$ cat src/rtl/mul_issue_ctrl.sv
// Issue/sequencing controller for the 2-cycle EX-stage multiplier: request handshake, operand latch,
// flush draining, hi/lo select and a held response. Optional one-entry product cache under MUL_REUSE_EN.
module mul_issue_ctrl #(
    parameter int TAG_W   = 5,
    parameter int TIMEOUT = 8
) (
    input  logic              mul_clk,
    input  logic              reset,
    input  logic              flush,
    input  logic              req_valid,
    output logic              req_ready,
    input  logic [1:0]        req_op,
    input  logic [31:0]       req_src1,
    input  logic [31:0]       req_src2,
    input  logic [TAG_W-1:0]  req_tag,
    output logic              resp_valid,
    input  logic              resp_ready,
    output logic [31:0]       resp_data,
    output logic [TAG_W-1:0]  resp_tag,
    output logic              mul,
    output logic              mul_signed,
    output logic [31:0]       mul_x,
    output logic [31:0]       mul_y,
    input  logic [63:0]       mul_result,
    input  logic              mul_complete,
    output logic              err_timeout,
    output logic [1:0]        dbg_state
);

    typedef enum logic [1:0] {
        ST_IDLE  = 2'd0,
        ST_BUSY  = 2'd1,
        ST_DRAIN = 2'd2,
        ST_DONE  = 2'd3
    } state_t;

    localparam logic [7:0] TO_LAST = 8'(TIMEOUT - 1);

    state_t            r_state;
    state_t            w_next;
    logic [31:0]       r_x;
    logic [31:0]       r_y;
    logic [31:0]       r_data;
    logic              r_signed;
    logic              r_hi_sel;
    logic [TAG_W-1:0]  r_tag;
    logic [7:0]        r_cnt;
    logic              r_err;
    logic              w_accept;
    logic              w_capture;
    logic              w_hit;
    logic [31:0]       w_hit_data;
    logic              w_req_signed;
    logic              w_req_hi;
    logic              w_in_mul;
    logic              w_cnt_clr;

    // Both ports use valid/ready: a transfer happens on a clock edge where valid and ready are both
    // high; flush suppresses every transfer in its cycle, including a response the consumer takes.
    assign req_ready    = ~flush & ((r_state == ST_IDLE) | ((r_state == ST_DONE) & resp_ready));
    assign w_accept     = req_valid & req_ready;
    assign w_req_signed = (req_op != 2'b10);
    assign w_req_hi     = (req_op == 2'b01) || (req_op == 2'b10);
    assign w_in_mul     = (r_state == ST_BUSY) || (r_state == ST_DRAIN);
    assign w_cnt_clr    = ((w_next == ST_BUSY) || (w_next == ST_DRAIN)) && (w_next != r_state);

    assign resp_valid  = (r_state == ST_DONE);
    assign resp_data   = r_data;
    assign resp_tag    = r_tag;
    assign mul         = w_in_mul;
    assign mul_signed  = r_signed;
    assign mul_x       = r_x;
    assign mul_y       = r_y;
    assign err_timeout = r_err;
    assign dbg_state   = r_state;

`ifdef MUL_REUSE_EN
    logic [31:0] r_c_x;
    logic [31:0] r_c_y;
    logic        r_c_s;
    logic [63:0] r_c_p;
    logic        r_c_vld;

    assign w_hit      = r_c_vld && (r_c_x == req_src1) && (r_c_y == req_src2) && (r_c_s == w_req_signed);
    assign w_hit_data = w_req_hi ? r_c_p[63:32] : r_c_p[31:0];

    always_ff @(posedge mul_clk) begin
        if (reset) begin
            r_c_x   <= '0;
            r_c_y   <= '0;
            r_c_s   <= 1'b0;
            r_c_p   <= '0;
            r_c_vld <= 1'b0;
        end else if (w_capture) begin
            r_c_x   <= r_x;
            r_c_y   <= r_y;
            r_c_s   <= r_signed;
            r_c_p   <= mul_result;
            r_c_vld <= 1'b1;
        end
    end
`else
    assign w_hit      = 1'b0;
    assign w_hit_data = '0;
`endif

    always_ff @(posedge mul_clk) begin
        if (reset) r_state <= ST_IDLE;
        else       r_state <= w_next;
    end

    // A flushed BUSY keeps mul high in DRAIN until the multiplier's counter wraps.
    always_comb begin
        w_next    = r_state;
        w_capture = 1'b0;
        case (r_state)
            ST_IDLE: begin
                if (w_accept) w_next = w_hit ? ST_DONE : ST_BUSY;
            end
            ST_BUSY: begin
                if (flush) begin
                    w_next = mul_complete ? ST_IDLE : ST_DRAIN;
                end else if (mul_complete) begin
                    w_next    = ST_DONE;
                    w_capture = 1'b1;
                end
            end
            ST_DRAIN: begin
                if (mul_complete) w_next = ST_IDLE;
            end
            ST_DONE: begin
                if (flush)           w_next = ST_IDLE;
                else if (resp_ready) w_next = w_accept ? (w_hit ? ST_DONE : ST_BUSY) : ST_IDLE;
            end
            default: w_next = ST_IDLE;
        endcase
    end

    always_ff @(posedge mul_clk) begin
        if (reset) begin
            r_x      <= '0;
            r_y      <= '0;
            r_signed <= 1'b0;
            r_hi_sel <= 1'b0;
            r_tag    <= '0;
            r_data   <= '0;
        end else begin
            if (w_accept) begin
                r_x      <= req_src1;
                r_y      <= req_src2;
                r_signed <= w_req_signed;
                r_hi_sel <= w_req_hi;
                r_tag    <= req_tag;
                if (w_hit) r_data <= w_hit_data;
            end
            if (w_capture) r_data <= r_hi_sel ? mul_result[63:32] : mul_result[31:0];
        end
    end

    // Counter saturates at its last value; the error flag is sticky until reset.
    always_ff @(posedge mul_clk) begin
        if (reset) begin
            r_cnt <= '0;
            r_err <= 1'b0;
        end else begin
            if (w_cnt_clr)                         r_cnt <= '0;
            else if (w_in_mul && r_cnt != TO_LAST) r_cnt <= r_cnt + 8'd1;
            if (w_in_mul && r_cnt == TO_LAST)      r_err <= 1'b1;
        end
    end

endmodule

$ cat config.mk
export PLATFORM = sky130hd
export DESIGN_NAME = mul_issue_ctrl
export DESIGN_NICKNAME = d
export VERILOG_FILES = /design/src/rtl/mul_issue_ctrl.sv
export SDC_FILE = /design/constraint.sdc
export NUM_CORES = 1
export LEC_CHECK = 0
export ABC_AREA = 0
export BUFFER_PORTS_ARGS = -buffer_cell sky130_fd_sc_hd__buf_2
export CAP_MARGIN = 20
export CORE_ASPECT_RATIO = 1.1
export CORE_MARGIN = 4
export CORE_UTILIZATION = 45
export CTS_CLUSTER_SIZE = 14
export DETAILED_ROUTE_END_ITERATION = 6
export PLACE_DENSITY = 0.82
export SYNTH_ARGS = -nofsm -noshare
export SYNTH_HDL_FRONTEND = slang
export SYNTH_SLANG_ARGS = --single-unit
$ cat constraint.sdc
create_clock -name mul_clk -period 2.4 [get_ports mul_clk]
set_input_delay 0.48 -clock mul_clk [delete_from_list [all_inputs] [get_ports mul_clk]]
set_output_delay 0.48 -clock mul_clk [all_outputs]
set_load 0.01 [all_outputs]
* After elaboration in Yosys (flattened, before gate mapping)
Cells that the tools add are included.
** Storage, ports and cells
- Input bits :: 141
- Memories kept :: 0
- Latch bits :: 0
- Bits in writable memories :: 0
- Word-level logic and storage cells :: 47
- Memory bits (read-only) :: 0
- Output and inout bits :: 108
- Register bits after elaboration :: 114
** Operators by class
- Div/mod/pow operators :: 0
- Magnitude comparators :: 0
- Shift operators :: 0
- $mul :: 0
- Reductions and logical operators :: 8
- Bitwise operators :: 5
- Eq/ne operators :: 11
- Muxes and demuxes :: 13
- $add $sub $neg :: 1
** Operator list (number)
- two-way mux 32 bit :: 1
- two-way mux 2 bit :: 7
- adder 8 x 1 -> 8 bit, second input constant :: 1
- equality test 2 bit, second input constant :: 4
- equality test 8 x 3 -> 1 bit, second input constant :: 1
- != test 8 x 3 -> 1 bit, second input constant :: 1
- one-hot mux 2 bit (4 select lines) :: 1
- equality test 2 x 1 -> 1 bit, second input constant :: 3
- two-way mux 1 bit :: 4
- bitwise AND 1 bit :: 3
- logical AND 1 bit :: 3
- logical OR 1 bit :: 3
- logical NOT 2 bit :: 1
- != test 2 bit :: 1
- != test 2 bit, second input constant :: 1
- OR reduction 2 bit :: 1
- inverter 1 bit :: 1
- bitwise OR 1 bit :: 1

* Longest topological paths before layout
Gate-level depths: netlist of the first run.
- Depth after elaboration :: 13
- Depth in mapped cells :: 10
- Depth with buffers taken out :: 7

* Least setup slack after synthesis of the first run
OpenSTA, ideal clock, no wires.
- Path type :: flip-flop to flip-flop
- Start :: register r_state[1] (netlist: dbg_state[1])
- End :: register r_cnt[1]
- Data arrival time :: 1.770 ns
- Path slack :: 0.501 ns
- Period minus slack after synthesis :: 1.899 ns
- Cell stages (with the launch flop) :: 9
- Data required time :: 2.271 ns
- Buffers on the path :: 1
- Setup time :: 0.129 ns
- Cell sequence :: dfxtp_1 buf_6 inv_1 ha_1 inv_1 a31oi_1 mux2_2 o21ai_0 o22ai_1
** Between the ends
- Elaborated cells between the ends (all ways) :: 24
- Those cells by class :: 6 x eq/ne; 8 x mux; 4 x bitwise; 6 x reduce/logical
** RTL lines
- start: declaration :: line 39 : state_t r_state;
- start signal: assignment :: line 109 : else r_state <= w_next;
- equality test 2 x 1 -> 1 bit or equality test 2 bit (tied branches) :: line 64 : assign w_in_mul = (r_state == ST_BUSY) || (r_state == ST_DRAIN);
- logical OR 1 bit (*) :: line 64
- via mul :: line 20 : output logic mul,
- logical AND 1 bit (*) :: line 167 : else if (w_in_mul && r_cnt != TO_LAST) r_cnt <= r_cnt + 8'd1;
- end signal: assignment :: line 167
- end: declaration :: line 47 : logic [7:0] r_cnt;
Mark *: on every way through the listed nets, which the timed path passes. The rest lies on a longest branch.
A chain may end at the register's enable or synchronous reset.

* Final worst setup path of the first run
- Start :: register r_state[1] (netlist: dbg_state[1])
- End :: output port req_ready
** Between the ends
- Cells in the longest elaborated chain, start to end :: 4
- Elaborated cells between the ends (all ways) :: 5
- Those cells by class :: 1 x eq/ne; 3 x bitwise; 1 x reduce/logical
** Ends and longest elaborated chain
- equality test 2 bit :: line 60 : assign req_ready = ~flush & ((r_state == ST_IDLE) | ((r_state == ST_DONE) & resp_ready));
- bitwise AND 1 bit :: line 60
- bitwise OR 1 bit (*) :: line 60
- bitwise AND 1 bit (*) :: line 60
- end: declaration :: line 11 : output logic req_ready,
Every way passes the cells marked *; elsewhere a longest branch is shown, timed or not.

==> results of run 1 <==
[critical path: cells and delay by family, from the launching register on]
family                     cells  cell delay (ns)
AOI/OAI and AO/OA              1             0.20
adders and majority gates      1             0.20
buffers and inverters          2             0.26
DFF                            1             0.44
and+or+nand+nor                1             0.09
[metal layers]
layer / track usage, % / up-vias / wire (um)
met3: 6.57 / 32 / 1120
met4: 11.1 / 0 / 397
met1: 25.0 / 2151 / 5150
met5: 0 / - / 0
li1: - / 2360 / -
met2: 36.4 / 219 / 6970
[placed cells by master, fill, tap and decap left out, drive strengths merged, types with 8 or more instances in the layout]
cell	synthesis	layout
clkbuf	21	22
a21oi	76	76
nor2	39	39
mux2i	33	33
buf	22	255
o22ai	8	8
a211oi	35	35
o21ai	12	12
nand2	145	145
dfxtp	114	114
nand3	10	10
[cell type report]
| cell class | count | area (sq um) | share of cell area, % |
|---|---|---|---|
| inverter | 4 | 15.0 | 0.228 |
| multi-input combinational | 395 | 2170 | 32.9 |
| timing repair buffer | 255 | 1310 | 19.9 |
| clock buffer | 22 | 453 | 6.88 |
| clock inverter | 10 | 180 | 2.74 |
| tap | 140 | 175 | 2.66 |
| sequential | 114 | 2290 | 34.7 |
[power groups by stage]
stage	sequential (uW)	combinational, uW	clock (uW)
floorplan	2110	315	0
global placement	2070	585	0
detailed placement	2080	608	0
CTS	2040	611	2710
global route	2050	674	2800
finish	2040	609	2670
[how the worst min path moves through the flow]
stage / end / cells past startpoint
global placement: mul_x[6] / 2
floorplan: mul_x[0] / 2
detailed placement: mul_y[13] / 2
global route: mul_y[2] / 3
CTS: mul_y[30] / 3
finish: mul_y[29] / 3
[metrics by stage]
| step | hold slack, ns | power, uW |
|---|---|---|
| after global placement | 0.439 | 2660 |
| after floorplan | 0.481 | 2420 |
| after detailed placement | 0.447 | 2680 |
| after global routing | 0.190 | 5530 |
| final | 0.207 | 5320 |
| after CTS | 0.183 | 5360 |
[cells by family after synthesis]
group	share of synthesized area (%)
adders and majority gates	1.87
and+or+nand+nor	18.1
DFF	48.8
buffers and inverters	5.08
AOI/OAI and AO/OA	17.8
muxes	7.30
xor gates and xnor gates	1.12
[state kept, by name, indices dropped and copies added (netlist names)]
name / count
r_hi_sel: 1
err_timeout: 1
resp_tag: 5
mul_y: 32
mul_x: 32
r_cnt: 8
dbg_state: 2
resp_data: 32
mul_signed: 1
==> impl_metrics.csv, run 1 <==
group,metric,value,unit
floorplan,initial_core_util,46.6,%
placed_design,hpwl,10200,um
detailed_routing,drc,0,
worst_setup_path,critPathMaxStageDelay,0.44,ns
synth,ys.warnings.count,0,
synth,synth_cell_types,39,
pwr,power.switching,1230,uW
clock_network,root_buffer,"clkbuf_8",
timing,setup_viol,0,
pwr,power.density,807,nW/um^2
clock_network,clock_sinks,114,
worst_setup_path,reg2reg_setup_slack,0.26,ns
pwr,p_int,4090,uW
synth,syn_inst,556,
global_route,track_usage,21.6,%
synth,synthTopCellsByArea,"dfxtp_1 49%, nand2_1 12%, a21oi_1 8.0%",
synth,synthTopCellsByCount,"145 x nand2_1, 114 x dfxtp_1, 75 x a21oi_1",
global_route,antenna_found_initial,0,
clock_network,cts_setup_buffers,0,
timing,skew,0.00616,ns
synth,synth-seq-area-share,48.8,%
worst_setup_path,crit_path_cell_trace,"inv_1, ha_1, a21oi_1, nor2_1, buf_2",
detailed_routing,wl_per_cell,14.5,um
synth,synth_area_leader_cell,"dfxtp_1",
clock_network,clockBufferDepth,2,
pwr,seqPwrFrac,38.4,%
clock_network,clk_pin_slew,0.06,ns
floorplan,rows,38,
placed_design,io_buffers,248,
worst_setup_path,crit_type,"reg2out",
run,max_cap_violations,0,
detailed_routing,drt_iter0_markers,229,
synth,netlist_area,4680,sq um
floorplan,dieArea,12100,sq um
placed_design,post-place-cells,908,
global_route,first_global_vias,4550,
layout,layout-drive-gt1-share,36.9,%
detailed_routing,dr_total_vias,4762,
worst_setup_path,cp-end-kind,"output pin",
worst_setup_path,r2r_start,"dbg_state[1]",
layout,fill_cells,836,
worst_setup_path,crit_path_start_kind,"flip-flop",
worst_setup_path,cpMaxStageDelayCell,"dfxtp_2",
worst_setup_path,endpoint,"req_ready",
timing,fin_ws,0.212,ns
global_route,grt_pass1_wl,21200,um
global_route,overflow,0,
clock_network,clk_latency,0.50,ns
placed_design,place_area,5950,sq um
worst_setup_path,cp_max_fo,11,
pwr,vdd_drop_max,427,uV
synth,synth.avg_cell_area,8.42,sq um
floorplan,io-pin-count,249,
worst_setup_path,critical_path_arrival,1.71,ns
timing,tightest_slew,1.03,ns
worst_setup_path,crit_required,1.92,ns
floorplan,dieWidth,105,um
worst_setup_path,worstRegToRegCells,5,
pwr,power.leakage,0.00298,uW
placed_design,place_congestion,0.823,
layout,instances_no_fill,940,
layout,areaGrowthSynthToFinish,40.7,%
timing,fin_crit_sh,91.2,%
floorplan,die_h,115,um
synth,synth_edf_count,0,
clock_network,htreeDepth,4,
worst_setup_path,cp-startpoint,"dbg_state[1]",
min_path,hold_start,"req_src2[29]",
clock_network,cts_resized,0,
timing,maxSlewViolCount,0,
pwr,swShare,23.1,%
detailed_routing,firstDrtPassIters,4,
timing,hold_violations,0,
timing,rsz0062_at_grt,"no",
run_status,run_status,"completed",
layout,num-nets-final,935,
synth,async_flop_share,0,%
timing,setup_tns,0,ns
timing,relSlewSlack,31.6,%
floorplan,core-area,10000,sq um
placed_design,post-place-ws,0.191,ns
worst_setup_path,timing.rr.end,"resp_data[29]",
synth,synth.ff_latch_count,114,
detailed_routing,routed_via_density,5.07,
synth,synth_nets,704,
pwr,clkPwrFrac,50.2,%
clock_network,cts_tree,"done",
synth,ys.flop_type,"dfxtp_1",
layout,fin_util,65.7,%
pwr,pwr-share-comb,11.5,%
layout,design_area,6590,sq um
synth,synth_top_cell_area_share,48.8,%
layout,diodes,0,
min_path,hold_path_class,"in2reg",
clock_network,cts_inserted_buffers,17,
clock_network,hold_buffers,0,
synth,yosysMostFrequentCell,"nand2_1",
global_route,grt_max_degree,68,
timing,fmax,457,MHz
detailed_routing,ant_nets,0,
timing,period_minus_slack,2.19,ns
detailed_routing,wl,13600,um
(Power assumes the default switching activity.)
==> inputs of run 2 (changes only) <==
==> constraint.sdc (replaced) <==
create_clock -name mul_clk -period 2.4 [get_ports mul_clk]
set_input_delay 0 -clock mul_clk [delete_from_list [all_inputs] [get_ports mul_clk]]
set_output_delay 0 -clock mul_clk [all_outputs]
set_load 0.01 [all_outputs]
==> run 2 against run 1 <==
Compared with the run above: clock-buffer cell count fell by 4; first-iteration DRC count rose by 93%; global-route usage rose by 11 points; combinational power rose by 45%; die area did not move; total power rose by 4.0%; sequential cell count did not move; sequential power barely moved; utilization rose by 14 points; via count rose by 24%; largest cell class is now buffers; largest power group unchanged.
==> impl_metrics.csv, run 2 (synthesis results as in run 1) <==
group,metric,value,unit
layout,layout_commonest_cell,"buf_2",
timing,relSlewSlack,61.5,%
timing,setup_tns,0,ns
placed_design,place_congestion,0.842,
layout,fill_cells,577,
clock_network,clk_pin_slew,0.06,ns
worst_setup_path,crit_family,"buffers and inverters",
clock_network,htreeDepth,4,
placed_design,io_buffers,248,
placed_design,post-place-cells,907,
timing,rsz0062_at_grt,"no",
run,max_cap_violations,0,
floorplan,core-area,10000,sq um
global_route,antenna_found_initial,1,
clock_network,root_buffer,"clkbuf_8",
pwr,power.density,691,nW/um^2
worst_setup_path,crit_path_start_kind,"flip-flop",
global_route,first_global_vias,6202,
timing,fin_ws,0.148,ns
worst_setup_path,timing.rr.end,"mul_y[21]",
timing,fmax,444,MHz
floorplan,die_h,115,um
worst_setup_path,critical_path_arrival,2.71,ns
detailed_routing,firstDrtPassIters,5,
placed_design,post-place-ws,0.182,ns
floorplan,dieWidth,105,um
layout,instances_no_fill,1081,
layout,areaGrowthSynthToFinish,70.8,%
detailed_routing,drt_iter0_markers,442,
detailed_routing,ant_nets,0,
worst_setup_path,r2r_start,"dbg_state[1]",
timing,fin_crit_sh,93.8,%
timing,tightest_slew,0.578,ns
clock_network,cts_setup_buffers,0,
floorplan,io-pin-count,249,
worst_setup_path,cpMaxStageDelayCell,"dlygate4sd3_1",
global_route,grt_pass1_wl,30900,um
layout,num-nets-final,1075,
worst_setup_path,crit_buf_inv,2,
detailed_routing,wl_per_cell,18.6,um
worst_setup_path,endpoint,"mul_y[21]",
layout,layout-drive-gt1-share,31.6,%
pwr,power.leakage,0.00356,uW
global_route,overflow,0,
worst_setup_path,worstRegToRegCells,7,
timing,hold_violations,0,
layout,final_cell_mix,"247 x buf_2, 144 x nand2_1, 140 x dlygate4sd3_1",
floorplan,initial_core_util,46.6,%
worst_setup_path,cp-startpoint,"dbg_state[1]",
floorplan,rows,38,
timing,timing.hold.ws,0.0537,ns
detailed_routing,routed_via_density,5.47,
clock_network,cts_tree,"done",
placed_design,hpwl,10000,um
worst_setup_path,crit_type,"reg2reg",
worst_setup_path,critPathMaxStageDelay,0.57,ns
min_path,hold_path_class,"in2reg",
detailed_routing,dr_total_vias,5911,
global_route,track_usage,32.4,%
worst_setup_path,cp_max_fo,20,
worst_setup_path,cp-end-kind,"flip-flop",
floorplan,dieArea,12100,sq um
clock_network,clockBufferDepth,2,
detailed_routing,wl,20100,um
timing,maxSlewViolCount,0,
min_path,hold_start,"mul_complete",
clock_network,clock_sinks,114,
pwr,vdd_drop_max,509,uV
clock_network,clk_latency,0.52,ns
timing,setup_viol,0,
worst_setup_path,crit_path_cell_trace,"ha_1, a21oi_1, nor3b_2, buf_6, nand2_1, a21oi_1, dlygate4sd3_1",
clock_network,cts_inserted_buffers,17,
detailed_routing,drc,0,
timing,period_minus_slack,2.25,ns
run_status,run_status,"completed",
worst_setup_path,critical_path_depth,7,
global_route,grt_max_degree,81,
worst_setup_path,reg2reg_setup_slack,0.15,ns
worst_setup_path,crit_top_cell,"a21oi_1",
pwr,p_total,5530,uW
timing,skew,0.0176,ns
worst_setup_path,crit_required,2.85,ns
-- run 2: where the power goes --
part	total, uW	internal [uW]	leakage (uW)	switching [uW]
logic	884	445	0.00235	439
clock network	2600	1680	0.000279	924
registers	2040	1980	0.000929	57.8
-- run 2: per-layer routing --
layer  wire length [um]  track usage (%)  vias to the layer above
met4               1410             23.7                        0
met5                  0                0                        -
met2              10100             57.7                      403
met1               6840             32.4                     2756
met3               1750             9.15                      110
li1                   -                -                     2642
-- run 2: layout make-up --
class	count	area, sq um	share of cell area [%]
timing repair buffer	395	2740	34.3
inverter	4	15.0	0.188
tap	140	175	2.19
multi-input combinational	395	2170	27.1
antenna	1	2.50	0.0313
sequential	114	2290	28.6
clock buffer	18	418	5.23
clock inverter	14	189	2.36
-- run 2: timing repair --
action                                  CTS  global route
endpoints found under the hold margin   105             0
resized for setup                         0             3
hold buffers                            140             0
endpoints found under the setup margin    0             3
-- run 2: tightest hold or removal path: cells and delay by family --
kind / cells / cell delay, ns
buffers and inverters: 1 / 0.14
AND/OR/NAND/NOR: 1 / 0.29
AO/OA/AOI/OAI: 1 / 0.09
-- run 2: worst min path at each step --
stage                    endpoint  slack [ns]  depth (start not counted)
global placement         mul_y[2]        0.24                          3
global route        resp_data[30]        0.08                          3
CTS                  dbg_state[1]        0.08                          6
detailed placement       mul_y[1]        0.25                          3
finish              resp_data[30]        0.05                          3
floorplan                mul_x[0]        0.14                          2
-- run 2: metrics by stage --
stage,utilization (%),instance area [sq um]
floorplan,-,4680
CTS,79.4,7960
global route,79.7,7990
finish,79.7,7990
detailed placement,59.4,5960
global placement,59.4,5960
==> inputs of run 3 (changes only) <==
- CORE_UTILIZATION: 45 -> 25
- PLACE_DENSITY: 0.82 -> 0.52
==> run 3 against run 2 <==
Compared with the run above: utilization fell by 36 points; critical path depth is 1 lower; total power is 1.2% lower; wire length down 22%.
==> impl_metrics.csv, run 3 (synthesis results as in run 1) <==
group,metric,value,unit
worst_setup_path,r2r_start,"dbg_state[1]",
run,max_cap_violations,0,
clock_network,clk_latency,0.40,ns
detailed_routing,drt_iter0_markers,242,
timing,tightest_slew,0.591,ns
floorplan,rows,52,
pwr,power.switching,1370,uW
placed_design,place_congestion,0.740,
layout,areaGrowthSynthToFinish,72.1,%
timing,hold_violations,0,
worst_setup_path,cp-startpoint,"dbg_state[1]",
global_route,overflow,0,
clock_network,htreeDepth,4,
min_path,hold_start,"mul_result[24]",
floorplan,io-pin-count,249,
layout,fin_util,43.7,%
floorplan,die_h,151,um
pwr,pwr-share-comb,15.1,%
detailed_routing,drc,0,
floorplan,dieArea,21000,sq um
detailed_routing,firstDrtPassIters,4,
layout,diodes,0,
worst_setup_path,crit_required,2.70,ns
pwr,seqPwrFrac,37.1,%
layout,design_area,8050,sq um
pwr,p_int,4090,uW
floorplan,core-area,18400,sq um
layout,final_cell_mix,"247 x buf_2, 144 x nand2_1, 132 x dlygate4sd3_1",
global_route,track_usage,14.3,%
worst_setup_path,crit_path_start_kind,"flip-flop",
timing,maxSlewViolCount,0,
detailed_routing,wl,15600,um
worst_setup_path,critical_path_arrival,2.39,ns
pwr,vdd_drop_max,455,uV
detailed_routing,ant_nets,0,
global_route,antenna_found_initial,0,
timing,fin_crit_sh,87.0,%
timing,setup_tns,0,ns
timing,rsz0062_at_grt,"no",
timing,setup_viol,0,
layout,layout_commonest_cell,"buf_2",
clock_network,cts_inserted_buffers,17,
pwr,clkPwrFrac,47.8,%
clock_network,clockBufferDepth,2,
global_route,grt_pass1_wl,24600,um
timing,relSlewSlack,60.6,%
layout,fill_cells,1806,
timing,fmax,479,MHz
clock_network,cts_tree,"done",
worst_setup_path,crit_type,"reg2reg",
pwr,p_total,5460,uW
placed_design,hpwl,10400,um
placed_design,io_buffers,248,
timing,timing.hold.ws,0.00346,ns
timing,period_minus_slack,2.09,ns
clock_network,clock_sinks,114,
pwr,power.leakage,0.00354,uW
placed_design,place_area,6110,sq um
detailed_routing,routed_via_density,4.35,
clock_network,cts_resized,0,
pwr,power.density,678,nW/um^2
clock_network,root_buffer,"clkbuf_16",
timing,skew,0.00901,ns
global_route,grt_max_degree,65,
run_status,run_status,"completed",
worst_setup_path,cp-end-kind,"flip-flop",
detailed_routing,wl_per_cell,13.3,um
layout,layout-drive-gt1-share,31.8,%
global_route,first_global_vias,5027,
min_path,hold_path_class,"in2reg",
clock_network,clk_pin_slew,0.06,ns
floorplan,dieWidth,138,um
pwr,swShare,25.1,%
layout,num-nets-final,1068,
worst_setup_path,cp_max_fo,45,
detailed_routing,dr_total_vias,5116,
floorplan,initial_core_util,25.4,%
-- run 3: cell count changes in the layout (fill, tap and decap cells not counted), moves of 2 or more --
cell           change
dfxtp_2            -2
dfxtp_1            +2
inv_6              +3
clkinvlp_4         -4
dlygate4sd3_1      -8
clkinv_4           +2
buf_4              +2
-- run 3: timing repair --
| item | in CTS | in global routing |
|---|---|---|
| hold endpoints to repair | 101 | 0 |
| hold buffers | 132 | 0 |
| buffers inserted | 0 | 0 |
-- run 3: area by class of cell --
class | count | area (sq um) | share of cell area (%)
timing repair buffer | 388 | 2660 | 33.1
tap | 243 | 304 | 3.78
clock inverter | 14 | 179 | 2.22
sequential | 114 | 2280 | 28.4
inverter | 4 | 15.0 | 0.186
clock buffer | 18 | 439 | 5.45
multi-input combinational | 395 | 2170 | 26.9
-- run 3: worst paths after layout --
| path | to | slack, ns | depth (start not counted) |
|---|---|---|---|
| setup reg to reg | r_hi_sel | 0.31 | 6 |
| hold reg to reg | mul_y[27] | 0.45 | 2 |
| hold / removal | resp_data[24] | 0.003 | 3 |
| setup / recovery | r_hi_sel | 0.31 | 6 |
-- run 3: metrics by stage --
step | cells | worst slack, ns
6_report | 1176 | 0.312
3_3_place_gp | 1012 | 0.326
3_5_place_dp | 1012 | 0.271
2_1_floorplan | 556 | 0.501
5_1_grt | 1176 | 0.0140
4_1_cts | 1176 | 0.260
-- run 3: layer usage --
layer	up-vias	track usage, %	routed length, um
li1	2636	-	-
met1	2294	16.1	6370
met2	161	24.6	7790
met3	25	4.90	1020
met4	0	6.37	408
met5	-	0	0
-- run 3: power by group through the flow --
stage | Sequential [uW] | Clock [uW] | Combinational [uW]
CTS | 2030 | 2700 | 829
floorplan | 2110 | 0 | 315
global placement | 2060 | 0 | 635
global route | 2030 | 2780 | 905
finish | 2030 | 2610 | 824
detailed placement | 2070 | 0 | 634
-- run 3: worst max-delay path, cell delays in order (launching register included) --
cell and delay [ns]:
dfxtp_1 0.54, ha_1 0.29, a21oi_1 0.11, nor3b_2 0.26, buf_4 0.47, nor2_1 0.08
a211oi_1 0.23
